<file path="src/rtl/addsub_arb.sv">
// Round-robin arbiter that lets two requesters share one W-bit adder/subtracter.
// The result is held in a single output register together with flags and the issuer ID.
module addsub_arb #(
    parameter int unsigned W = 8
) (
    input  logic         clk,
    input  logic         rst_n,
    input  logic         req0_valid,
    output logic         req0_ready,
    input  logic [W-1:0] req0_a,
    input  logic [W-1:0] req0_b,
    input  logic         req0_sub,
    input  logic         req1_valid,
    output logic         req1_ready,
    input  logic [W-1:0] req1_a,
    input  logic [W-1:0] req1_b,
    input  logic         req1_sub,
    output logic         res_valid,
    input  logic         res_ready,
    output logic [W-1:0] res_y,
    output logic         res_id,
    output logic         res_cout,
    output logic         res_ovf
);

    logic         last_q;
    logic         valid_q;
    logic [W-1:0] y_q;
    logic         id_q;
    logic         cout_q;
    logic         ovf_q;

    logic         can_accept;
    logic         acc0;
    logic         acc1;
    logic         accept;
    logic         sel_sub;
    logic [W-1:0] sel_a;
    logic [W-1:0] sel_b;
    logic [W:0]   sum;
    logic         ovf;

    always_comb begin
        can_accept = rst_n & (~valid_q | res_ready);
        // Each ready looks only at the other port's valid, so a port is ready whenever
        // it would win if it asserted valid; no combinational path from its own valid.
        req0_ready = can_accept & (last_q | ~req1_valid);
        req1_ready = can_accept & (~last_q | ~req0_valid);
        acc0       = req0_ready & req0_valid;
        acc1       = req1_ready & req1_valid;
        accept     = acc0 | acc1;
        sel_a      = acc1 ? req1_a   : req0_a;
        sel_b      = acc1 ? req1_b   : req0_b;
        sel_sub    = acc1 ? req1_sub : req0_sub;
        // Top bit of the zero-extended difference is the borrow.
        sum        = sel_sub ? ({1'b0, sel_a} - {1'b0, sel_b})
                             : ({1'b0, sel_a} + {1'b0, sel_b});
        if (sel_sub) begin
            ovf = (sel_a[W-1] != sel_b[W-1]) && (sum[W-1] != sel_a[W-1]);
        end else begin
            ovf = (sel_a[W-1] == sel_b[W-1]) && (sum[W-1] != sel_a[W-1]);
        end
    end

    always_ff @(posedge clk or negedge rst_n) begin
        if (!rst_n) begin
            last_q  <= 1'b1;
            valid_q <= 1'b0;
            y_q     <= '0;
            id_q    <= 1'b0;
            cout_q  <= 1'b0;
            ovf_q   <= 1'b0;
        end else if (accept) begin
            last_q  <= acc1;
            valid_q <= 1'b1;
            y_q     <= sum[W-1:0];
            id_q    <= acc1;
            cout_q  <= sum[W];
            ovf_q   <= ovf;
        end else if (res_ready) begin
            valid_q <= 1'b0;
        end
    end

    assign res_valid = valid_q;
    assign res_y     = y_q;
    assign res_id    = id_q;
    assign res_cout  = cout_q;
    assign res_ovf   = ovf_q;

endmodule

</file>
<file path="config.mk">
export PLATFORM = sky130hd
export DESIGN_NAME = addsub_arb
export DESIGN_NICKNAME = d
export VERILOG_FILES = /design/src/rtl/addsub_arb.sv
export SDC_FILE = /design/constraint.sdc
export NUM_CORES = 1
export LEC_CHECK = 0
export CAP_MARGIN = 20
export CORE_MARGIN = 10
export CORE_UTILIZATION = 43
export DETAILED_ROUTE_END_ITERATION = 16
export HOLD_SLACK_MARGIN = 0.08
export PLACE_DENSITY = 0.8
export SYNTH_ARGS = -nofsm -noshare
export SYNTH_HDL_FRONTEND = slang
export SYNTH_SLANG_ARGS = --single-unit
</file>
<file path="constraint.sdc">
create_clock -name clk -period 3.4 [get_ports clk]
set_input_delay 1.02 -clock clk [delete_from_list [all_inputs] [get_ports clk]]
set_output_delay 1.02 -clock clk [all_outputs]
set_load 0.05 [all_outputs]
</file>
==> results of run 1 <==
==> timing repair <==
item	CTS	global route
hold buffers	0	0
cloned	0	0
pin swaps	14	14
buffers inserted	7	7
setup endpoints to repair	5	5
resized for setup	60	26
==> power groups by stage <==
stage | combinational (mW) | sequential [mW] | clock, mW
after floorplan | 0.252 | 0.399 | 0
after global placement | 0.694 | 0.233 | 0
after detailed placement | 0.713 | 0.239 | 0
after CTS | 0.752 | 0.236 | 0.0933
after global routing | 0.887 | 0.241 | 0.101
final | 0.845 | 0.235 | 0.0934
==> how the worst max path moves through the flow <==
stage | from | cells past startpoint | end
3_3_place_gp | req0_b[3] | 12 | res_ovf
5_1_grt | res_ready | 15 | res_ovf
4_1_cts | req0_b[0] | 13 | res_ovf
6_report | res_ready | 15 | res_ovf
3_5_place_dp | req0_b[2] | 11 | res_ovf
2_1_floorplan | res_ready | 13 | res_ovf
==> cell usage after synthesis, drive strengths merged, types with 2 or more instances <==
master	instances	share of area [%]
o21ai	15	5.8
a211oi	2	1.5
ha	8	7.7
nand2	20	5.8
and2	2	0.96
mux2	10	8.6
nor2	4	1.2
buf	2	0.96
xnor2	12	8.1
nor3	2	0.77
inv	4	1.2
nand2b	5	2.6
or4	2	1.2
xor2	5	3.4
mux2i	13	10
o31ai	5	2.9
dfrtp	12	23
a21oi	8	3.1
clkbuf	2	0.58
nor4	2	0.96
==> through the flow <==
stage          utilization, %  instance area, um^2  total power [mW]  worst slack, ns  setup TNS, ns
6_report                 87.9                 2490              1.17           -0.226         -0.257
5_1_grt                  87.9                 2490              1.23           -0.328         -0.762
4_1_cts                  81.8                 2310              1.08          -0.0454        -0.0454
3_5_place_dp             77.6                 2190             0.952           -0.700          -3.02
3_3_place_gp             77.6                 2190             0.927           -0.573          -2.39
2_1_floorplan               -                 1320             0.651          -0.0674        -0.0775
==> routing by layer <==
metal / up-vias / GRT usage, % / part of all wire, %
li1: 739 / - / -
met1: 722 / 16.0 / 38
met2: 92 / 29.2 / 48
met3: 22 / 5.52 / 9.9
met4: 0 / 5.04 / 4.2
met5: - / 0 / 0
==> registers in the layout, summed over array words and instances, names as in the netlist <==
name	cells
res_y	8
res_cout	1
res_valid	1
res_id	1
last_q	1
res_ovf	1
==> cell families (layout without fill, tap and decap cells) <==
kind of cell | count (synthesis) | after routing | share of synthesized area, %
AO/OA/AOI/OAI | 33 | 33 | 16.6
XOR/XNOR | 17 | 17 | 11.4
adder cells (fa/ha/maj) | 9 | 9 | 9.22
buffers and inverters | 8 | 115 | 2.69
flip-flops | 13 | 13 | 25.1
multiplexers | 23 | 23 | 18.6
AND/OR/NAND/NOR | 42 | 42 | 16.3
==> layout by cell type, fill, tap and decap left out, drive strengths merged, types with 2 or more instances in the layout <==
| cell | netlist | final |
|---|---|---|
| a211oi | 2 | 2 |
| a21oi | 8 | 8 |
| and2 | 2 | 2 |
| buf | 2 | 66 |
| clkbuf | 2 | 4 |
| clkdlybuf4s15 | 0 | 3 |
| clkdlybuf4s50 | 0 | 36 |
| dfrtp | 12 | 12 |
| dlymetal6s2s | 0 | 2 |
| ha | 8 | 8 |
| inv | 4 | 4 |
| mux2 | 10 | 10 |
| mux2i | 13 | 13 |
| nand2 | 20 | 20 |
| nand2b | 5 | 5 |
| nor2 | 4 | 4 |
| nor3 | 2 | 2 |
| nor4 | 2 | 2 |
| o21ai | 15 | 15 |
| o31ai | 5 | 5 |
| or4 | 2 | 2 |
| xnor2 | 12 | 12 |
| xor2 | 5 | 5 |
==> area by class of cell <==
| class | instances | area (um^2) |
|---|---|---|
| Multi-Input combinational cell | 124 | 1110 |
| Timing Repair Buffer | 107 | 971 |
| Fill cell | 119 | 343 |
| Sequential cell | 13 | 327 |
| Tap cell | 31 | 38.8 |
| Clock buffer | 4 | 26.3 |
| Inverter | 4 | 15.0 |
==> worst max-delay path: cells and delay by family <==
family                     cells  cell delay (ns)
AOI/OAI and AO/OA              3             0.62
xor gates and xnor gates       1             0.17
adders and majority gates      1             0.28
buffers and inverters          4             0.49
muxes                          3             0.77
and+or+nand+nor                3             0.39
==> flow_summary.yaml, run 1 <==
pwr:
  p_int_mw: 0.638
  combPwrFrac_pct: 72.0
  p_per_area_mw_per_mm2: 472
  max-vdd-ir-drop_mv: 0.219
  clkPwrFrac_pct: 8.0
  cellLeakagePower_nw: 1.17
  switching_share_pct: 45.6
  p_seq_share_pct: 20.1
  p_switching_mw: 0.536
placement:
  portBuffers: 52
  hpwl_mm: 3.44
  gp_congestion: 0.858
  place_inst: 266
yosys:
  ys_ff_latch: 13
  ys_types: 35
  synthesis.nets: 193
  syn_inst: 145
  synth-main-ff-cell: "dfrtp_1"
  async_flop_share_pct: 100
  synth.yosys.seq_area_share_pct: 25.1
  avgSynthCellArea_um2: 8.98
  syn_area_mm2: 0.00130
  synth_edf_count: 0
  yosys_warnings: 0
floorplan:
  die_w_um: 75.0
  dieArea_mm2: 0.00563
  die_y_um: 75.0
  io_pins: 53
  design.core.area_mm2: 0.00283
  num_rows: 19
  initial_core_util_pct: 46.0
sta:
  relSlewSlack_pct: 49.6
  max_clock_freq_mhz: 276
  layout_setup_ws_ns: -0.226
  fin_crit_ns: 3.63
  fin_crit_sh_pct: 107
  holdWs_ns: 0.493
  tightest_slew_ns: 0.753
  rsz0062_at_grt: "yes"
  final_hold_viol_count: 0
  fin_skew_ns: 0.00181
  setup_violations: 4
  slew_violations: 0
clock_tree:
  cts_buffer_depth: 2
  htreeDepth: 1
  cts_tree: "built"
  clk-insertion-delay-late_ns: 0.27
  path_clk_slew_ns: 0.08
  root_buffer: "clkbuf_4"
  numCtsBuffers: 3
  cts_num_sinks: 13
detailed_routing:
  drtPass1Iterations: 5
  post-route-drc-count: 0
  ant_nets: 0
  vias_per_cell: 5.57
  finalWirelength_mm: 5.23
  num_vias: 1575
  drt_iter0_drc: 159
  wire_per_inst_um: 18.5
global_routing:
  grt_max_degree: 16
  overflow: 0
  grt_pass1_vias: 1628
  grt_usage_pct: 15.7
  antenna_found_initial: 0
  grt_pass1_wl_mm: 7.17
worst_setup_path:
  critPathRequiredTime_ns: 3.52
  rr_endpoint: "res_ovf"
  slowest_stage: "mux2i_4"
  endpoint_kind: "register"
  max_stage_delay_ns: 0.35
  r2r_cells: 14
  critical_path.max_fanout: 13
  reg2reg_slack_ns: 0.11
  rr_startpoint: "last_q"
  worstSetupPathType: "primary input to register"
  cp_data_arrival_time_ns: 3.75
  worst_setup_path_start_kind: "primary input"
  crit_chain: "buf_6 > nand2b_4 > nand4_4 > buf_4 > buf_6 > mux2i_4 > xnor2_4 > inv_1 > ha_1 > nand2b_1 > a211oi_2 > mux2i_1 > a2111oi_4 > mux2i_1 > o21ai_1"
worst_hold_path:
  hold_path.class: "register to register"
  hold_path_depth: 2
  hold_start: "res_y[2]"
  min_to: "res_y[2]"
layout:
  stdcell_count: 283
  nets: 301
  drive_gt1_share_pct: 41.7
  num_antenna_cells: 0
  areaGrowthSynthToFinish_pct: 90.9
outcome:
  run_status: "complete, but fails checks"
  violations: "setup timing"
flow_run:
  drv_cap: 0
Power figures use the tool's default switching activity.
==> inputs of run 2 (changes only) <==
Settings changed: TNS_END_PERCENT set to 100.
==> results of run 2 <==
Final layout, timing and power as in run 1 (identical DEF).
